### src/rtl/dsp_pkg.sv
// Shared OPMODE layout, mux encodings and decode helper for the MAC pipeline.
package dsp_pkg;

  localparam int unsigned OPMODE_W    = 8;
  localparam int unsigned OP_POST_SUB = 7;
  localparam int unsigned OP_PRE_SUB  = 6;
  localparam int unsigned OP_CIN      = 5;
  localparam int unsigned OP_PRE_EN   = 4;
  localparam int unsigned OP_Z_LSB    = 2;
  localparam int unsigned OP_X_LSB    = 0;

  typedef enum logic [1:0] {
    X_ZERO = 2'b00,
    X_M    = 2'b01,
    X_P    = 2'b10,
    X_DAB  = 2'b11
  } xsel_e;

  typedef enum logic [1:0] {
    Z_ZERO = 2'b00,
    Z_PCIN = 2'b01,
    Z_P    = 2'b10,
    Z_C    = 2'b11
  } zsel_e;

  typedef struct packed {
    logic  post_sub;
    logic  pre_sub;
    logic  cin;
    logic  pre_en;
    zsel_e zsel;
    xsel_e xsel;
  } opmode_t;

  // Only the post-adder controls travel past the pre-adder stage.
  typedef struct packed {
    logic  post_sub;
    logic  cin;
    zsel_e zsel;
    xsel_e xsel;
  } post_op_t;

  function automatic opmode_t op_decode(input logic [OPMODE_W-1:0] raw);
    opmode_t op;
    op.post_sub = raw[OP_POST_SUB];
    op.pre_sub  = raw[OP_PRE_SUB];
    op.cin      = raw[OP_CIN];
    op.pre_en   = raw[OP_PRE_EN];
    op.zsel     = zsel_e'(raw[OP_Z_LSB +: 2]);
    op.xsel     = xsel_e'(raw[OP_X_LSB +: 2]);
    return op;
  endfunction

  function automatic post_op_t post_op(input opmode_t op);
    post_op_t po;
    po.post_sub = op.post_sub;
    po.cin      = op.cin;
    po.zsel     = op.zsel;
    po.xsel     = op.xsel;
    return po;
  endfunction

endpackage

### src/rtl/dsp_macc_pipe_if.sv
// Sample/result bundle of the MAC pipeline; master drives samples, slave is the slice.
interface dsp_macc_pipe_if #(
  parameter int unsigned AW = 18,
  parameter int unsigned BW = 18,
  parameter int unsigned PW = 48
) ();

  logic                ce;
  logic                in_valid;
  logic [7:0]          opmode;
  logic [AW-1:0]       a;
  logic [BW-1:0]       b;
  logic [BW-1:0]       d;
  logic [PW-1:0]       c;
  logic [PW-1:0]       pcin;
  logic                ovf_clr;
  logic                out_valid;
  logic [BW-1:0]       bcout;
  logic [AW+BW-1:0]    m;
  logic [PW-1:0]       p;
  logic [PW-1:0]       pcout;
  logic                carryout;
  logic                ovf;

  modport master (
    output ce, in_valid, opmode, a, b, d, c, pcin, ovf_clr,
    input  out_valid, bcout, m, p, pcout, carryout, ovf
  );

  modport slave (
    input  ce, in_valid, opmode, a, b, d, c, pcin, ovf_clr,
    output out_valid, bcout, m, p, pcout, carryout, ovf
  );

endinterface

### src/rtl/dsp_postadd_sat.sv
// Combinational post-adder: Z +/- (X + CIN) with carry/borrow, overflow and optional clamp.
module dsp_postadd_sat #(
  parameter int unsigned PW     = 48,
  parameter int unsigned SAT_EN = 0
) (
  input  logic [PW-1:0] x,
  input  logic [PW-1:0] z,
  input  logic          sub,
  input  logic          cin,
  output logic [PW-1:0] p_c,
  output logic          carry_c,
  output logic          ovf_c
);

  localparam int unsigned TW = PW + 1;

  logic [TW-1:0] t;

  always_comb begin
    t = sub ? TW'(z) - (TW'(x) + TW'(cin))
            : TW'(z) + TW'(x) + TW'(cin);
    carry_c = t[PW];
    ovf_c   = t[PW];
    p_c     = t[PW-1:0];
    // Clamp toward the side that overflowed: ceiling on add, floor on sub.
    if (SAT_EN != 0 && t[PW]) begin
      p_c = sub ? '0 : '1;
    end
  end

endmodule

### src/rtl/dsp_macc_pipe.sv
// Valid-tagged pre-add / multiply / post-add-accumulate pipeline with global stall.
module dsp_macc_pipe
  import dsp_pkg::*;
#(
  parameter int unsigned AW     = 18,
  parameter int unsigned BW     = 18,
  parameter int unsigned PW     = 48,
  parameter int unsigned MREG   = 1,
  parameter int unsigned SAT_EN = 0
) (
  input  logic         clk,
  input  logic         rst_n,
  dsp_macc_pipe_if.slave bus
);

  localparam int unsigned MW    = AW + BW;
  localparam int unsigned DAB_W = 2 * BW + AW;

  // Stage 1: input capture
  logic [AW-1:0] a1;
  logic [BW-1:0] b1, d1;
  logic [PW-1:0] c1, pcin1;
  opmode_t       op1;
  logic          v1;

  always_ff @(posedge clk or negedge rst_n) begin
    if (!rst_n) begin
      a1    <= '0;
      b1    <= '0;
      d1    <= '0;
      c1    <= '0;
      pcin1 <= '0;
      op1   <= '0;
      v1    <= 1'b0;
    end else if (bus.ce) begin
      a1    <= bus.a;
      b1    <= bus.b;
      d1    <= bus.d;
      c1    <= bus.c;
      pcin1 <= bus.pcin;
      op1   <= op_decode(bus.opmode);
      v1    <= bus.in_valid;
    end
  end

  // Stage 2: pre-adder
  logic [BW-1:0]    pre_c;
  logic [DAB_W-1:0] dab_full_c;

  always_comb begin
    pre_c = b1;
    if (op1.pre_en) begin
      pre_c = op1.pre_sub ? d1 - b1 : d1 + b1;
    end
  end

  assign dab_full_c = {d1, a1, b1};

  logic [BW-1:0] bcout_r;
  logic [AW-1:0] a2;
  logic [PW-1:0] dab2, c2, pcin2;
  post_op_t      pop2;
  logic          v2;

  always_ff @(posedge clk or negedge rst_n) begin
    if (!rst_n) begin
      bcout_r <= '0;
      a2      <= '0;
      dab2    <= '0;
      c2      <= '0;
      pcin2   <= '0;
      pop2    <= '0;
      v2      <= 1'b0;
    end else if (bus.ce) begin
      bcout_r <= pre_c;
      a2      <= a1;
      dab2    <= PW'(dab_full_c);
      c2      <= c1;
      pcin2   <= pcin1;
      pop2    <= post_op(op1);
      v2      <= v1;
    end
  end

  // Stage 3: multiplier, optionally registered
  logic [MW-1:0] m_c, m3;
  logic [PW-1:0] dab3, c3, pcin3;
  post_op_t      pop3;
  logic          v3;

  assign m_c = MW'(a2) * MW'(bcout_r);

  generate
    if (MREG != 0) begin : g_mreg
      always_ff @(posedge clk or negedge rst_n) begin
        if (!rst_n) begin
          m3    <= '0;
          dab3  <= '0;
          c3    <= '0;
          pcin3 <= '0;
          pop3  <= '0;
          v3    <= 1'b0;
        end else if (bus.ce) begin
          m3    <= m_c;
          dab3  <= dab2;
          c3    <= c2;
          pcin3 <= pcin2;
          pop3  <= pop2;
          v3    <= v2;
        end
      end
    end else begin : g_mcomb
      always_comb begin
        m3    = m_c;
        dab3  = dab2;
        c3    = c2;
        pcin3 = pcin2;
        pop3  = pop2;
        v3    = v2;
      end
    end
  endgenerate

  // Stage 4: X/Z muxes feeding the post-adder; P feedback is the live P register
  logic [PW-1:0] p_r;
  logic [PW-1:0] x_c, z_c, sum_c;
  logic          co_c, ov_c;

  always_comb begin
    x_c = '0;
    case (pop3.xsel)
      X_ZERO:  x_c = '0;
      X_M:     x_c = PW'(m3);
      X_P:     x_c = p_r;
      X_DAB:   x_c = dab3;
      default: x_c = '0;
    endcase
  end

  always_comb begin
    z_c = '0;
    case (pop3.zsel)
      Z_ZERO:  z_c = '0;
      Z_PCIN:  z_c = pcin3;
      Z_P:     z_c = p_r;
      Z_C:     z_c = c3;
      default: z_c = '0;
    endcase
  end

  dsp_postadd_sat #(
    .PW     (PW),
    .SAT_EN (SAT_EN)
  ) u_postadd (
    .x       (x_c),
    .z       (z_c),
    .sub     (pop3.post_sub),
    .cin     (pop3.cin),
    .p_c     (sum_c),
    .carry_c (co_c),
    .ovf_c   (ov_c)
  );

  logic out_valid_r, carry_r, ovf_r;

  always_ff @(posedge clk or negedge rst_n) begin
    if (!rst_n) begin
      out_valid_r <= 1'b0;
      p_r         <= '0;
      carry_r     <= 1'b0;
      ovf_r       <= 1'b0;
    end else if (bus.ce) begin
      out_valid_r <= v3;
      if (v3) begin
        p_r     <= sum_c;
        carry_r <= co_c;
      end
      // A new overflow beats a clear arriving on the same edge.
      if (v3 && ov_c) begin
        ovf_r <= 1'b1;
      end else if (bus.ovf_clr) begin
        ovf_r <= 1'b0;
      end
    end
  end

  assign bus.out_valid = out_valid_r;
  assign bus.bcout     = bcout_r;
  assign bus.m         = m3;
  assign bus.p         = p_r;
  assign bus.pcout     = p_r;
  assign bus.carryout  = carry_r;
  assign bus.ovf       = ovf_r;

endmodule

### src/flat_wrapper.sv
// flat-port wrapper written by rule: the top's interface ports become plain ports
module dsp_macc_pipe_flat import dsp_pkg::*;
#(
  parameter int unsigned AW     = 18,
  parameter int unsigned BW     = 18,
  parameter int unsigned PW     = 48,
  parameter int unsigned MREG   = 1,
  parameter int unsigned SAT_EN = 0
)
  (clk, rst_n, bus_ce, bus_in_valid, bus_opmode, bus_a, bus_b, bus_d, bus_c, bus_pcin, bus_ovf_clr, bus_out_valid, bus_bcout, bus_m, bus_p, bus_pcout, bus_carryout, bus_ovf);
  dsp_macc_pipe_if #(.AW(AW), .BW(BW), .PW(PW)) bus_i ();
  input  logic clk;
  input  logic rst_n;
  input wire logic [$bits(bus_i.ce)-1:0] bus_ce;
  input wire logic [$bits(bus_i.in_valid)-1:0] bus_in_valid;
  input wire logic [$bits(bus_i.opmode)-1:0] bus_opmode;
  input wire logic [$bits(bus_i.a)-1:0] bus_a;
  input wire logic [$bits(bus_i.b)-1:0] bus_b;
  input wire logic [$bits(bus_i.d)-1:0] bus_d;
  input wire logic [$bits(bus_i.c)-1:0] bus_c;
  input wire logic [$bits(bus_i.pcin)-1:0] bus_pcin;
  input wire logic [$bits(bus_i.ovf_clr)-1:0] bus_ovf_clr;
  output wire logic [$bits(bus_i.out_valid)-1:0] bus_out_valid;
  output wire logic [$bits(bus_i.bcout)-1:0] bus_bcout;
  output wire logic [$bits(bus_i.m)-1:0] bus_m;
  output wire logic [$bits(bus_i.p)-1:0] bus_p;
  output wire logic [$bits(bus_i.pcout)-1:0] bus_pcout;
  output wire logic [$bits(bus_i.carryout)-1:0] bus_carryout;
  output wire logic [$bits(bus_i.ovf)-1:0] bus_ovf;
  assign bus_i.ce = bus_ce;
  assign bus_i.in_valid = bus_in_valid;
  assign bus_i.opmode = bus_opmode;
  assign bus_i.a = bus_a;
  assign bus_i.b = bus_b;
  assign bus_i.d = bus_d;
  assign bus_i.c = bus_c;
  assign bus_i.pcin = bus_pcin;
  assign bus_i.ovf_clr = bus_ovf_clr;
  assign bus_out_valid = bus_i.out_valid;
  assign bus_bcout = bus_i.bcout;
  assign bus_m = bus_i.m;
  assign bus_p = bus_i.p;
  assign bus_pcout = bus_i.pcout;
  assign bus_carryout = bus_i.carryout;
  assign bus_ovf = bus_i.ovf;
  dsp_macc_pipe #(.AW(AW), .BW(BW), .PW(PW), .MREG(MREG), .SAT_EN(SAT_EN)) u_core (.clk(clk), .rst_n(rst_n), .bus(bus_i));
endmodule
### config.mk
export PLATFORM = sky130hd
export DESIGN_NAME = dsp_macc_pipe_flat
export DESIGN_NICKNAME = d
export VERILOG_FILES = /design/src/rtl/dsp_pkg.sv /design/src/rtl/dsp_macc_pipe_if.sv /design/src/rtl/dsp_postadd_sat.sv /design/src/rtl/dsp_macc_pipe.sv /design/src/flat_wrapper.sv
export SDC_FILE = /design/constraint.sdc
export NUM_CORES = 2
export LEC_CHECK = 0
export ABC_AREA = 1
export CAP_MARGIN = 25
export CORE_ASPECT_RATIO = 0.75
export CORE_MARGIN = 2
export CORE_UTILIZATION = 36
export DETAILED_ROUTE_END_ITERATION = 8
export PLACE_DENSITY_LB_ADDON = 0.3
export SLEW_MARGIN = 20
export SYNTH_ARGS = -nofsm -noshare
export SYNTH_HDL_FRONTEND = slang
export SYNTH_SLANG_ARGS = --single-unit
### constraint.sdc
create_clock -name clk -period 9.01 [get_ports clk]
set_input_delay 0.901 -clock clk [delete_from_list [all_inputs] [get_ports clk]]
set_output_delay 0.901 -clock clk [all_outputs]
set_load 0.05 [all_outputs]
=== Word level (Yosys, flattened, before mapping) ===
Cells that the tools add are included.
W data, S select, Z words.

* Logic and storage cells: 61
* Output and inout bits: 153
* Flip-flop bits (word level): 584
* Input bits: 163

* Multiplexer cells: 7
* Reductions and logical operators: 6
* Multiply operators: 1
* Eq/ne operators: 6
* Add/sub/neg operators: 6

{| class="wikitable"
|+ Operators by type and width
! kind !! number
|-
| $pmux W48 S4 || 2
|-
| $add A48 B1 Y49 || 1
|-
| $add A48 B48 Y49 || 1
|-
| $add A49 B1 Y49 || 1
|-
| $mux W49 || 1
|-
| $sub A48 B49 Y49 || 1
|-
| $mul A18 B18 Y36 || 1
|-
| $mux W18 || 2
|-
| $add A18 B18 Y18 || 1
|-
| $sub A18 B18 Y18 || 1
|-
| $eq A2 B2 Y1 const B || 4
|-
| $eq A2 B1 Y1 const B || 2
|-
| $logic_not A2 Y1 || 2
|-
| $reduce_and A2 Y1 || 2
|-
| $mux W1 || 2
|-
| $reduce_bool A2 Y1 || 1
|-
| $logic_and A1 B1 Y1 || 1
|}

=== Depth between registers and ports, before layout ===
* Depth in word-level cells: 8
* Mapped depth: 28
* Depth with buffers taken out: 26

=== By module ===
From an unflattened synthesis, not the netlist that was laid out.

* Cell total of the unflattened synthesis: 6159
* Area, all modules: 44786.7 µm²

{| class="wikitable"
|+ Modules (own cells, without submodules)
! module !! sequential area each (µm²) !! instances !! cells an instance !! area an instance (µm²)
|-
| dsp_macc_pipe || 14163.6 || 1 || 4345 || 35616.7
|-
| dsp_postadd_sat || 0.0 || 1 || 1814 || 9170.0
|}

=== Worst setup path after synthesis ===
OpenSTA, ideal clock, no wires.

* Path type: reg2reg
* From: register u_core.bcout_r[3], in the netlist u_core.bus.bcout[3]
* To: register u_core.m3[29], in the netlist u_core.bus.m[29]
* Period minus slack after synthesis: 5864 ps
* Data required time: 8892 ps
* Library setup time: 118 ps
* Path slack: 3146 ps
* Path buffers: 2
* Data arrival time: 5746 ps
* Cell stages (with the launch flop): 25
* Cells stage by stage: dfrtp_1 -> clkbuf_1 -> clkbuf_1 -> nand2_1 -> fa_1 -> fa_1 -> inv_1 -> fa_1 -> fa_1 -> fa_1 -> inv_1 -> fa_1 -> inv_1 -> ha_1 -> nand2_1 -> nor2_1 -> nor2_1 -> o21ai_0 -> inv_1 -> nand3_1 -> nand2_1 -> nand2_1 -> or2_2 -> nand3_1 -> nand2_1

* Cells in the longest elaborated chain, start to end: 1

{| class="wikitable"
|+ Ends and longest elaborated chain
! item !! line !! RTL
|-
| from (decl) || dsp_macc_pipe.sv:59 || <nowiki>logic [BW-1:0] bcout_r;</nowiki>
|-
| from (signal assigned) || dsp_macc_pipe.sv:75 || <nowiki>bcout_r <= pre_c;</nowiki>
|-
| $mul A18 B18 Y36 || dsp_macc_pipe.sv:91 || <nowiki>assign m_c = MW'(a2) * MW'(bcout_r);</nowiki>
|-
| to (signal assigned) || dsp_macc_pipe.sv:104 || <nowiki>m3 <= m_c;</nowiki>
|-
| to (decl) || dsp_macc_pipe.sv:86 || <nowiki>logic [MW-1:0] m_c, m3;</nowiki>
|}

No other way between the ends.
A chain may end at the register's enable or synchronous reset.

==> results.yml <==
cts:
  ctsHoldBuffers: 0
  cts_root_buf: "clkbuf_16"
  cts_made_buffers: 66
  cts_resized: 0
  htreeDepth: 3
  path_clk_slew_ns: 0.06
  clock-sinks: 566
  clockBufferDepth: 3
  cts_tree: "done"
  post_cts_buffers: 0
  clock_latency_ns: 0.71
yosys:
  synth_area_mm2: 0.0443
  syn_avg_cell_area_um2: 7.29
  synth_ff_type: "dfrtp_1"
  yosysSeqAreaShare: 0.320
  synth_top_area_frac: 0.320
  ys_warn_count: 0
  synth_cells: 6075
  yosysTopAreaCell: "dfrtp_1"
  async_reset_ff_frac: 1.00
  ys_types: 49
  synth_edf_count: 0
  synth_area_leaders: "dfrtp_1 32%, nand2_1 16%, fa_1 12%"
  ys_ff_latch: 566
  syn-num-nets: 6766
critical_path:
  worstSetupPathType: "flop to flop"
  required_ns: 9.56
  worst_ep_arrival_time_ns: 6.94
  crit_path_frequent_cell: "fa_1"
  startpoint: "u_core.dab2[29]"
  cp_slowest_stage_delay_ns: 1.01
  slowest_stage: "dfrtp_1"
  worstReg2RegStart: "u_core.dab2[29]"
  critical_path.max_fanout: 20
  startpoint_type: "flop"
  end_kind: "flop"
  crit_family: "adder cells"
  crit_buf_inv: 3
  path_cells: "nand2_1 -> fa_1 -> fa_1 -> fa_1 -> inv_1 -> fa_1 -> fa_1 -> inv_1 -> fa_1 -> inv_1 -> ha_1 -> a21oi_1 -> o21ai_0 -> a21oi_1 -> o21ai_2 -> nand3_1 -> nand2_1 -> or2_1 -> nand3_1 -> nand2_1"
floorplan:
  die-area_mm2: 0.126
  core_area_mm2: 0.122
  die_x_um: 409
  initial_core_util: 0.363
  die_y_um: 308
  row_count: 111
  io_pins: 316
global_route:
  grt_pass1_vias: 38377
  grtUsageMet2: 0.387
  grt.busiest_layer: "met1"
  grt_use_met3: 0.0677
  grt_start_max_net_pins: 258
  grt_antenna_before_repair: 5
  grt_usage: 0.292
  grt_overflow: 0
  grt_pass1_wl_mm: 268
  use_met1: 0.471
timing:
  final-hold-violation-count: 0
  slew_viol_final: 0
  timing.final.crit_share: 0.709
  slew_headroom: 0.237
  finalSetupViolCount: 0
  fin_tns_setup_ns: 0
  worst_pin_slew_ns: 1.14
  period_needed_ns: 6.39
  fmax_mhz: 156
  rsz0062_at_grt: "no"
  skew_ns: 0.0689
layout:
  multi_input_area_mm2: 0.0243
  drive_above_1_share: 0.0393
  nets: 6905
  final_common_cell: "nand2_1"
  ff_latch_area_mm2: 0.0142
  final_cell_mix: "1,849 x nand2_1, 1,190 x inv_1, 576 x o21ai_0"
  num-fill-cells: 12650
  area_delta_synth_final_pct: 14.9
route:
  dr.pass1.iters: 8
  finalWirelength_mm: 186
  ant_nets: 0
  post_drt_wl_per_cell_um: 23.5
  dr_total_vias: 40653
  drt-initial-drc-count: 4778
  drc: 0
  routed_via_density: 5.14
place:
  io_buffers: 315
  hpwlAfterDp_mm: 151
  gp_congestion: 1.05
min_path:
  min_path_type: "input pin to async pin"
run:
  cap_violations: 0
status:
  status: "complete, no violations"
-- layout make-up --
type | instances | share of cell area
Clock inverter | 27 | 0.00703
Timing Repair Buffer | 355 | 0.0696
Sequential cell | 566 | 0.278
Tap cell | 1638 | 0.0403
Clock buffer | 93 | 0.0381
Antenna cell | 2 | 0.0000984
Inverter | 1208 | 0.0893
Multi-Input combinational cell | 4017 | 0.477
-- state kept, by name, indices dropped and copies added, names as in the netlist, 48 cells and up --
register and flops:
u_core.pcin3 48, u_core.c3 48, u_core.pcin2 48, u_core.c2 48
u_core.dab2 48, u_core.bus.p 48, u_core.c1 48, u_core.pcin1 48
u_core.dab3 48
-- cell usage after synthesis, types with 22 or more instances --
master,count
nand2_1,1849
inv_1,1192
o21ai_0,576
dfrtp_1,566
ha_1,267
fa_1,261
nor2_1,250
a21oi_1,238
nand3_1,194
clkbuf_1,182
nand4_1,50
o21bai_1,50
buf_4,49
xor2_1,32
buf_2,31
o221ai_1,25
nor3_1,23
a31oi_1,22
-- logic make-up after synthesis --
group / Yosys count / synth area share
simple gates: 2450 / 0.224
fa+ha+maj: 528 / 0.194
xor+xnor: 49 / 0.00970
buf+inv: 1492 / 0.132
flops: 566 / 0.320
compound gates: 990 / 0.121
-- worst reg2reg max path: cells and delay by family (launching register included) --
kind	cells	cell delay (ns)
compound gates	4	0.99
fa+ha+maj	7	3.41
buf+inv	3	0.14
flops	1	1.01
simple gates	6	0.71
-- through the flow --
stage / instances / setup slack [ns] / util / hold WS [ns] / cell area (um^2)
finish: 7906 / 2.62 / 0.417 / 0.257 / 50900
detailed placement: 7781 / 2.75 / 0.397 / 0.459 / 48500
floorplan: 6075 / 3.15 / - / 0.442 / 44300
global route: 7904 / 2.40 / 0.417 / 0.324 / 50900
CTS: 7901 / 2.73 / 0.416 / 0.293 / 50800
global placement: 7781 / 2.84 / 0.397 / 0.455 / 48500
-- layer usage --
| metal | share of wire | routed length (um) |
|---|---|---|
| met1 | 0.50 | 92900 |
| met2 | 0.38 | 71300 |
| met3 | 0.096 | 17900 |
| met4 | 0.022 | 4000 |
| met5 | 0.000086 | 16 |
-- final timing paths --
| kind | end | cells after the start | slack, ns |
|---|---|---|---|
| setup / recovery | u_core.bus.m[35] | 20 | 2.62 |
| hold / removal | u_core.d1[15] | 1 | 0.26 |
| setup reg to reg | u_core.bus.m[35] | 20 | 2.62 |
| hold reg to reg | u_core.pcin3[11] | 2 | 0.46 |
| max in group asynchronous | u_core.bus.p[41] | 3 | 6.64 |
| min in group clk | u_core.pcin3[11] | 2 | 0.46 |
Power is not shown: default switching activity piles up to over one toggle a cycle in this logic, so the estimate is an artifact.
